**config.mk**
```make
export PLATFORM = sky130hd
export DESIGN_NAME = id_issue_scheduler
export DESIGN_NICKNAME = d
export VERILOG_FILES = /design/src/rtl/id_issue_scheduler.sv
export SDC_FILE = /design/constraint.sdc
export NUM_CORES = 1
export LEC_CHECK = 0
export CAP_MARGIN = 20
export CELL_PAD_IN_SITES_DETAIL_PLACEMENT = 0
export CELL_PAD_IN_SITES_GLOBAL_PLACEMENT = 2
export CORE_ASPECT_RATIO = 1.4
export CORE_MARGIN = 1
export CORE_UTILIZATION = 38
export CTS_CLUSTER_SIZE = 16
export DETAILED_ROUTE_END_ITERATION = 16
export PLACE_DENSITY = 0.95
export SLEW_MARGIN = 15
export SYNTH_ARGS = -nofsm -noshare
export SYNTH_HDL_FRONTEND = slang
export SYNTH_SLANG_ARGS = --single-unit
```
**constraint.sdc**
```tcl
create_clock -name clk -period 6.7 [get_ports clk]
set_input_delay 1.675 -clock clk [delete_from_list [all_inputs] [get_ports clk]]
set_output_delay 1.675 -clock clk [all_outputs]
set_load 0.01 [all_outputs]
```
**src/rtl/id_issue_scheduler.sv**
```systemverilog
// ID-stage issue/interlock controller: per-register countdown scoreboard, RAW stall,
// jump bubble and HALT drain. Define ID_ISSUE_FORWARD_EN to let a count of 1 bypass from EX.
module id_issue_scheduler #(
  parameter int unsigned NREG    = 32,
  parameter int unsigned WB_LAT  = 3,
  parameter int unsigned CNT_W   = 3,
  parameter int unsigned STALL_W = 16
) (
  input  logic               clk,
  input  logic               rst_n,
  input  logic               id_valid,
  input  logic [1:0]         id_type,
  input  logic [4:0]         id_rs,
  input  logic [4:0]         id_rt,
  input  logic [4:0]         id_rd,
  output logic               id_ready,
  output logic               issue,
  output logic [NREG-1:0]    busy_mask,
  output logic               halted,
  output logic [STALL_W-1:0] stall_cnt
);

  localparam logic [1:0] TYPE_R    = 2'd0;
  localparam logic [1:0] TYPE_J    = 2'd1;
  localparam logic [1:0] TYPE_HALT = 2'd2;
  localparam logic [1:0] TYPE_I    = 2'd3;

  typedef enum logic [1:0] {
    ST_RUN    = 2'd0,
    ST_FLUSH  = 2'd1,
    ST_DRAIN  = 2'd2,
    ST_HALTED = 2'd3
  } state_t;

  state_t           state_q, state_d;
  logic [CNT_W-1:0] cnt_q [NREG];
  logic [CNT_W-1:0] cnt_d [NREG];
  logic [NREG-1:0]  busy_d;
  logic             hazard;
  logic             all_low;
  logic             stall_inc;
  logic             rs_used, rt_used, dst_we;
  logic [4:0]       dst;

  // A source blocks issue while its producer has not yet reached a readable point
  function automatic logic src_blocked(input logic [CNT_W-1:0] c);
`ifdef ID_ISSUE_FORWARD_EN
    return c > CNT_W'(1);
`else
    return c != '0;
`endif
  endfunction

  // Next-state, scoreboard update and combinational handshake
  always_comb begin
    state_d   = state_q;
    id_ready  = 1'b0;
    issue     = 1'b0;
    stall_inc = 1'b0;
    hazard    = 1'b0;
    all_low   = 1'b1;
    busy_d    = '0;
    rs_used   = (id_type == TYPE_R) || (id_type == TYPE_I);
    rt_used   = (id_type == TYPE_R);
    dst       = (id_type == TYPE_R) ? id_rd : id_rt;
    dst_we    = ((id_type == TYPE_R) || (id_type == TYPE_I)) && (dst != 5'd0);

    for (int unsigned n = 0; n < NREG; n++) begin
      cnt_d[n] = (cnt_q[n] != '0) ? cnt_q[n] - CNT_W'(1) : '0;
      if (cnt_q[n] > CNT_W'(1)) all_low = 1'b0;
    end

    if (rs_used && (id_rs != 5'd0) && src_blocked(cnt_q[id_rs])) hazard = 1'b1;
    if (rt_used && (id_rt != 5'd0) && src_blocked(cnt_q[id_rt])) hazard = 1'b1;

    case (state_q)
      ST_RUN:    id_ready = ~hazard;
      ST_FLUSH:  state_d = ST_RUN;
      ST_DRAIN:  if (all_low) state_d = ST_HALTED;
      ST_HALTED: state_d = ST_HALTED;
      default:   state_d = ST_RUN;
    endcase

    if (!rst_n) id_ready = 1'b0;
    issue = id_valid & id_ready;

    // Issue only happens in RUN, so these override the RUN default
    if (issue) begin
      if (id_type == TYPE_J)    state_d = ST_FLUSH;
      if (id_type == TYPE_HALT) state_d = ST_DRAIN;
      if (dst_we) cnt_d[dst] = CNT_W'(WB_LAT);
    end

    stall_inc = id_valid && !id_ready && ((state_q == ST_RUN) || (state_q == ST_FLUSH));

    for (int unsigned n = 0; n < NREG; n++) busy_d[n] = (cnt_d[n] != '0);
  end

  always_ff @(posedge clk) begin
    if (!rst_n) begin
      state_q   <= ST_RUN;
      for (int unsigned n = 0; n < NREG; n++) cnt_q[n] <= '0;
      busy_mask <= '0;
      halted    <= 1'b0;
      stall_cnt <= '0;
    end else begin
      state_q   <= state_d;
      for (int unsigned n = 0; n < NREG; n++) cnt_q[n] <= cnt_d[n];
      busy_mask <= busy_d;
      halted    <= (state_d == ST_HALTED);
      if (stall_inc && (stall_cnt != '1)) stall_cnt <= stall_cnt + STALL_W'(1);
    end
  end

endmodule
```
=== Word-level counts from Yosys, hierarchy flattened ===
Memories as Yosys holds them, arrays and structs flattened.
Cells that the tools add are included.

* Register bits after elaboration: 51
* RAM bits: 96
* Input port bits: 20
* Word-level logic and storage cells: 313
* Memories: 1

{| class="wikitable"
|+ Memories
! memory !! words !! width !! rd ports !! clocked after memory_dff !! wr ports !! line !! RTL
|-
| cnt_q || 32 || 3 || 34 || 0 || 32 || 36 || <nowiki>logic [CNT_W-1:0] cnt_q [NREG];</nowiki>
|}

* Add/sub/neg operators: 33
* Magnitude comparators: 34
* Eq/ne operators: 8
* Multiplexer cells: 112
* Bitwise operators: 38
* Reduce and logical (&&, ||, !) cells: 83

{| class="wikitable"
|+ Operators with widths
! cell !! count
|-
| $reduce_bool 3->1 || 66
|-
| $mux 3 || 65
|-
| $mux 96 || 2
|-
| $gt 3x1->1 const B || 32
|-
| $sub 3x1->3 const B || 32
|-
| $or 64x64->64 || 1
|-
| $mux 1 || 38
|-
| $and 32x32->32 || 1
|-
| $not 32->32 || 1
|-
| $or 1x1->1 || 32
|-
| $add 16x1->16 const B || 1
|-
| $ne 16x16->1 const B || 1
|-
| $demux 3 s5 || 1
|-
| $reduce_bool 5->1 || 3
|-
| $eq 2x2->1 const B || 5
|-
| $logic_and 1x1->1 || 9
|-
| $mux 2 || 4
|-
| $ge 6x6->1 const B || 1
|-
| $lt 6x1->1 const B || 1
|-
| $not 5->6 || 1
|-
| $pmux 2 s3 || 1
|-
| $mux 5 || 1
|-
| $eq 2x1->1 const B || 2
|-
| $logic_not 2->1 || 2
|-
| other kinds (4) || 5
|}

=== Logic depth before layout (Yosys ltp) ===
Gate-level depths: netlist of the first run.

* Word-level depth: 39
* Gate-level depth with buffers: 12
* Mapped depth without buffers: 9

=== Worst setup path before layout of the first run ===
OpenSTA, ideal clock, no wires.

* Path kind: input to output
* Start: input port id_rt[1]
* End: output port id_ready
* Arrival time: 3.778 ns
* Required time: 5.025 ns
* Path slack: 1.247 ns
* Cell stages on the path: 10
* Path through: buf_2 -> buf_2 -> nor4_1 -> a311oi_1 -> a2111oi_0 -> nor4_2 -> a2111oi_4 -> buf_4 -> buf_4 -> nor2b_1

* Cells in the longest elaborated chain, start to end: 7

{| class="wikitable"
|+ Ends and longest elaborated chain
! what !! line !! RTL
|-
| start, declared || 14 || <nowiki>input logic [4:0] id_rt,</nowiki>
|-
| $mem_v2 32x3 / $reduce_bool 5->1 (equally long branches) || n/a ||
|-
| $reduce_bool 3->1 / $logic_and 1x1->1 (equally long branches) || 50, 74 ||
|-
| $logic_and 1x1->1 (*) || 74 || <nowiki>if (rt_used && (id_rt != 5'd0) && src_blocked(cnt_q[id_rt])) hazard = 1'b1;</nowiki>
|-
| $mux 1 (*) || 74 ||
|-
| $not 1->1 (*) || 77 || <nowiki>ST_RUN: id_ready = ~hazard;</nowiki>
|-
| $mux 1 (*) || 76 || <nowiki>case (state_q)</nowiki>
|-
| $mux 1 (*) || 84 || <nowiki>if (!rst_n) id_ready = 1'b0;</nowiki>
|-
| end, declared || 16 || <nowiki>output logic id_ready,</nowiki>
|}

Every way passes the cells marked *; elsewhere a longest branch is shown, timed or not.

=== Final worst setup path of the first run ===
* Start: input port id_rt[0]
* End: output port issue

* Cells in the longest elaborated chain, start to end: 8

{| class="wikitable"
|+ Ends and longest elaborated chain
! what !! line !! RTL
|-
| $mem_v2 32x3 / $reduce_bool 5->1 (equally long branches) || n/a ||
|-
| $reduce_bool 3->1 / $logic_and 1x1->1 (equally long branches) || 50, 74 ||
|-
| $logic_and 1x1->1 (*) || 74 ||
|-
| $mux 1 (*) || 74 ||
|-
| $not 1->1 (*) || 77 ||
|-
| $mux 1 (*) || 76 ||
|-
| $mux 1 (*) || 84 ||
|-
| $and 1x1->1 (*) || 85 || <nowiki>issue = id_valid & id_ready;</nowiki>
|-
| end, declared || 17 || <nowiki>output logic issue,</nowiki>
|}

Marked as above.

==> flow_summary.json, run 1 <==
{
  "timing.hold.ws_ps": 473,
  "synth_compound_gate_area_share_pct": 16.5,
  "io_buffers": 70,
  "synthSimpleGateAreaFrac_pct": 26.0,
  "worst_pin_slew_ps": 1110,
  "synth_area_um2": 7830,
  "antenna_found_initial": 0,
  "grtUsageTotal_pct": 22.0,
  "final_core_util_pct": 46.8,
  "synth_ff_type": "dfxtp_1",
  "path_cells": "clkdlybuf4s50_1 > buf_4 > mux4_2 > o22ai_1 > a21oi_1 > a2111oi_4 > and2_1 > clkdlybuf4s50_1",
  "ant_nets": 0,
  "grt_start_max_net_pins": 94,
  "min_to": "stall_cnt[10]",
  "ys_ff_latch": 147,
  "peakVddDrop_mv": 0.157,
  "ios": 71,
  "dpl_cell_area_um2": 8760,
  "antenna_cells": 0,
  "gp_congestion": 0.898,
  "synth_fa_ha_area_share_pct": 10.9,
  "die_width_um": 123,
  "cts_buffers": 17,
  "vias": 6928,
  "cp_max_fo": 12,
  "yosysWarningCount": 0,
  "start_util_pct": 39.1,
  "setup_viol_count_final": 0,
  "num-fill-cells": 2003,
  "rsz0062_at_grt": "no",
  "critPathLaunchType": "input port",
  "yosysUniqueCellTypes": 56,
  "yosysMostFrequentCell": "dfxtp_1",
  "max_cap_viol_count": 0,
  "cts_buffer_depth": 2,
  "reg2reg_slack_ps": 3210,
  "critical_path.most_common_cell": "clkdlybuf4s50_1",
  "dieHeight_um": 172,
  "cts_tree": "built",
  "drt_pass1_iterations": 5,
  "slew_violations": 0,
  "drive_gt1_share_pct": 6.74,
  "fmax_ghz": 0.157,
  "synth.area.top_cells": "dfxtp_1 38%, ha_1 11%, nand2_1 5.1%",
  "critPathArrivalTime_ps": 4710,
  "slowest_delay_ps": 730,
  "syn_nets": 1037,
  "relSlewSlack_pct": 25.4,
  "dieArea_um2": 21200,
  "netlist_top_cells_count": "147 x dfxtp_1, 107 x nand2_1, 95 x nor2_1, 93 x inv_1, 68 x ha_1",
  "drc": 0,
  "clkSinkCount": 147,
  "gr-total-overflow": 0,
  "syn_inst": 949,
  "ctsRootBufferMaster": "clkbuf_16",
  "core_area_um2": 20000,
  "postCtsHoldBufs": 0,
  "insertion_delay_ps": 420,
  "synth_edf_count": 0,
  "clock_skew_ps": 10.2,
  "whs_path_depth": 2,
  "setup_tns_ps": 0,
  "r2r_cells": 9,
  "synth_top_family_by_area": "simple AND/OR/NAND/NOR gates",
  "drt_iter0_markers": 379,
  "synth_top_area_share_pct": 37.6,
  "p_per_area_nw_per_um2": 215,
  "synth.area.mux_share_pct": 2.14,
  "power_leakage_nw": 4.01,
  "synth_area_per_cell_um2": 8.25,
  "critPathSlowestCell": "clkdlybuf4s50_1",
  "wirelength_mm": 22.0,
  "required_ps": 5030,
  "hpwl_mm": 16.1,
  "area_growth_pct": 19.6,
  "synth_area_leader_cell": "dfxtp_1",
  "synth_seq_area_share_pct": 37.6,
  "rr_startpoint": "cnt_q[14][2]",
  "post-route-period-util_pct": 95.2,
  "h-tree-depth": 4,
  "post_cts_resized": 0,
  "hp-class": "flip-flop to flip-flop",
  "grt_pass1_vias": 6764,
  "fin_crit_ps": 6380,
  "layout.nets": 1100,
  "worstReg2RegEnd": "cnt_q[30][2]",
  "crit_type": "input port to primary output",
  "postLayoutCellArea_um2": 9360,
  "post_cts_buffers": 0,
  "synthXorXnorAreaFrac_pct": 0,
  "status": "complete, no violations",
  "rows": 61,
  "hold_viol": 0,
  "hp-start": "stall_cnt[10]",
  "grt_pass1_wl_mm": 35.2,
  "post_drt_wl_per_cell_um": 17.2,
  "clk_pin_slew_ps": 60,
  "vias_per_cell": 5.43,
  "async_flop_share_pct": 0,
  "cp-end-kind": "primary output"
}
power by group:
group / switching, mW / leakage, nW / total, mW / internal (mW)
Clock: 0.368 / 0.292 / 0.979 / 0.612
Sequential: 0.00450 / 1.18 / 0.883 / 0.879
Combinational: 0.0949 / 2.53 / 0.146 / 0.0516
state kept, by name, indices dropped and copies added (netlist names):
signal     flops
state_q        2
stall_cnt     16
busy_mask     32
cnt_q         96
halted         1
layout by cell type, fill, tap and decap left out, types with 25 or more instances in the layout:
cell type / instances
clkdlybuf4s50_1: 69
o21a_1: 25
nor3_1: 43
nand2_1: 107
a21oi_1: 56
nor4_1: 32
ha_1: 68
dfxtp_1: 147
nor2_1: 95
and3_1: 33
inv_1: 92
cells by family after synthesis:
| family | count (synthesis) |
|---|---|
| multiplexers | 13 |
| flip-flops | 147 |
| AND/OR/NAND/NOR | 400 |
| AO/OA/AOI/OAI | 190 |
| buffers and inverters | 131 |
| adder cells (fa/ha/maj) | 68 |
worst max path at each step:
| stage | cells past startpoint | startpoint | end |
|---|---|---|---|
| 2_1_floorplan | 10 | id_rt[1] | id_ready |
| 3_3_place_gp | 8 | id_rt[0] | issue |
| 3_5_place_dp | 8 | id_rt[0] | issue |
| 4_1_cts | 8 | id_rt[0] | issue |
| 5_1_grt | 9 | id_rt[0] | issue |
| 6_report | 8 | id_rt[0] | issue |
through the flow:
| stage | instances | setup WS [ps] | total power, mW |
|---|---|---|---|
| floorplan | 949 | 1250 | 0.995 |
| global placement | 1244 | 395 | 1.05 |
| detailed placement | 1245 | 359 | 1.05 |
| CTS | 1276 | 349 | 2.03 |
| global route | 1276 | 215 | 2.08 |
| finish | 1276 | 319 | 2.01 |
critical path, delay by kind of cell:
kind,cells,cell delay [ps]
compound gates,3,770
buf+inv,3,1530
mux,1,500
simple gates,1,230
metal layers:
metal / vias to the layer above / GRT usage, % / share of wire [%]
li1: 3442 / - / -
met3: 48 / 3.35 / 4.2
met2: 183 / 37.3 / 49
met1: 3255 / 26.5 / 43
met5: - / 0 / 0
met4: 0 / 11.4 / 3.8
final cells by class:
cell class / instances / area, um^2 / area share (%)
well taps: 252 / 315 / 3.37
inverters: 93 / 349 / 3.73
clock inverters: 9 / 129 / 1.38
multi-input cells: 671 / 4350 / 46.4
repair buffers: 82 / 802 / 8.57
clock buffers: 22 / 474 / 5.07
flip-flops and latches: 147 / 2940 / 31.4
No activity file was read; power rests on OpenSTA's default activity.
==> run 2, diff against run 1 <==
- ABC_AREA: default -> 1
- CORE_UTILIZATION: 38 -> 35
- HOLD_SLACK_MARGIN: default -> 0.08
==> run 2 against run 1 <==
Against the previous run: synthesized area increased by 8.9%; non-clock buffer count fell by 2; clock power shrank 8.1%; sequential share of layout area shrank 1.9 points; highest routed layer unchanged; critical endpoint unchanged; clock skew up 3.0 ps; sequential power barely moved; hold slack better by 33 ps; final cell count rose by 28%; worst setup slack better by 190 ps; die area up 18%; count of clock-buffer cells in the layout unchanged; wire length increased by 11%; critical path type unchanged.
==> flow_summary.json, run 2 <==
{
  "max_cap_viol_count": 0,
  "grt.met2_usage_pct": 36.1,
  "gp_congestion": 0.854,
  "peakVddDrop_mv": 0.186,
  "synth_edf_count": 0,
  "ctsRootBufferMaster": "clkbuf_16",
  "required_ps": 5030,
  "cts_buffers": 17,
  "layout.nets": 1396,
  "grtUsageMet1_pct": 24.3,
  "netlist_top_cells_count": "274 x nand2_1, 215 x inv_1, 147 x dfxtp_1, 114 x nand3_1, 113 x nor2_1",
  "final_cell_mix": "274 x nand2_1, 215 x inv_1, 147 x dfxtp_1",
  "grt_pass1_wl_mm": 39.4,
  "slew_violations": 0,
  "yosysWarningCount": 0,
  "cp_max_fo": 19,
  "grt_start_max_net_pins": 96,
  "cp-end-kind": "primary output",
  "fmax_ghz": 0.161,
  "synth_area_um2": 8520,
  "vias_per_cell": 4.84,
  "path_cells": "clkdlybuf4s50_1 > inv_2 > nand2_1 > nor2_1 > nor2_1 > nand2_1 > nand2_1 > nand2_1 > inv_1 > nand2_1 > nand2_1 > nand2_1 > nand3_2 > nand3_4 > nor2_1 > clkdlybuf4s50_1",
  "drt_pass1_iterations": 5,
  "fin_crit_ps": 6200,
  "gr-total-overflow": 0,
  "power_mw": 1.95,
  "critPathLaunchType": "input port",
  "largestRegisters": "cnt_q: 96 flops, busy_mask: 32 flops, stall_cnt: 16 flops",
  "setup_viol_count_final": 0,
  "wirelength_mm": 24.5,
  "hold_viol": 0,
  "power_leakage_nw": 5.14,
  "h-tree-depth": 4,
  "synth_area_leader_cell": "dfxtp_1",
  "critical_path.most_common_cell": "nand2_1",
  "layout_commonest_cell": "nand2_1",
  "cp_top_family": "buffers and inverters",
  "drt_iter0_markers": 373,
  "rows": 67,
  "post_cts_buffers": 0,
  "insertion_delay_ps": 440,
  "slowest_delay_ps": 800,
  "yosysUniqueCellTypes": 32,
  "top_usage_layer": "met2",
  "rsz0062_at_grt": "no",
  "largest-register": "cnt_q",
  "syn_inst": 1252,
  "p_per_area_nw_per_um2": 196,
  "hp-class": "flip-flop to flip-flop",
  "status": "complete, no violations",
  "grt_pass1_vias": 7612,
  "hpwl_mm": 17.7,
  "cts_tree": "built",
  "post-route-period-util_pct": 92.5,
  "synth_seq_area_share_pct": 34.5,
  "clock_skew_ps": 13.1,
  "async_flop_share_pct": 0,
  "yosysMostFrequentCell": "nand2_1",
  "setup_tns_ps": 0,
  "postCtsHoldBufs": 0,
  "post_drt_wl_per_cell_um": 15.0,
  "io_buffers": 70,
  "grtUsageTotal_pct": 20.4,
  "syn_nets": 1340,
  "synth_ff_type": "dfxtp_1",
  "crit_type": "input port to primary output",
  "use_met3_pct": 3.40,
  "clkSinkCount": 147,
  "num-fill-cells": 2592,
  "synth.area.top_cells": "dfxtp_1 35%, nand2_1 12%, ha_1 10%",
  "ios": 71,
  "core_area_um2": 23900,
  "largest_reg_flops": 96,
  "dieHeight_um": 187,
  "clk_pin_slew_ps": 70,
  "ys_ff_latch": 147,
  "drc": 0,
  "relSlewSlack_pct": 37.2,
  "start_util_pct": 35.7,
  "dieArea_um2": 25000,
  "antenna_cells": 0,
  "area_growth_pct": 17.0,
  "synth_area_per_cell_um2": 6.81,
  "timing.hold.ws_ps": 506,
  "post_cts_resized": 0,
  "die_width_um": 134,
  "vias": 7888,
  "critPathArrivalTime_ps": 4520,
  "ant_nets": 0,
  "drive_gt1_share_pct": 6.36,
  "worst_pin_slew_ps": 940,
  "antenna_found_initial": 0,
  "cts_buffer_depth": 2,
  "critPathBufInv": 4,
  "synth_top_area_share_pct": 34.5,
  "critPathSlowestCell": "clkdlybuf4s50_1"
}
run 2: path summary, 6_finish.rpt:
kind,slack [ps],endpoint,depth (start not counted),start
hold / removal,510,stall_cnt[15],2,stall_cnt[15]
hold reg to reg,510,stall_cnt[15],2,stall_cnt[15]
setup reg to reg,3980,busy_mask[19],11,cnt_q[4][1]
setup / recovery,500,issue,16,id_rt[2]
run 2: through the flow:
step           setup slack, ps  util, %  cell area (um^2)  cells
5_1_grt                    311     41.7              9970   1631
2_1_floorplan             2080        -              8520   1252
6_report                   504     41.7              9970   1631
3_3_place_gp               582     39.4              9420   1599
4_1_cts                    497     41.7              9970   1631
3_5_place_dp               520     39.4              9420   1599
run 2: cell type report:
type                       instances  area, um^2  share of cell area, %
timing repair buffer              80         771                   7.73
multi-input combinational        842        4490                   45.1
tap                              310         388                   3.89
inverter                         220         826                   8.28
clock inverter                    10        75.1                  0.753
sequential                       147        2940                   29.5
clock buffer                      22         474                   4.76
run 2: worst min-delay path: stages, from the launching register on:
cell and delay (ps):
dfxtp_1 340, nand2_1 70, a21oi_1 50
run 2: metal layers:
metal / vias up / share of wire [%]
met4: 0 / 2.1
met2: 163 / 50
li1: 4080 / -
met1: 3619 / 44
met3: 26 / 3.7
met5: - / 0
run 2: report_power, final:
part	switching (mW)	internal [mW]	leakage (nW)
sequential	0.00350	0.879	1.18
combinational	0.121	0.0514	3.70
clock	0.395	0.505	0.260
run 2: logic make-up after synthesis:
group                      count (synthesis)  share of synthesized area, %
AOI/OAI and AO/OA                        140                          8.41
buffers and inverters                    263                          12.8
and+or+nand+nor                          621                          32.9
DFF                                      147                          34.5
adders and majority gates                 68                          9.99
xor gates and xnor gates                  13                          1.34
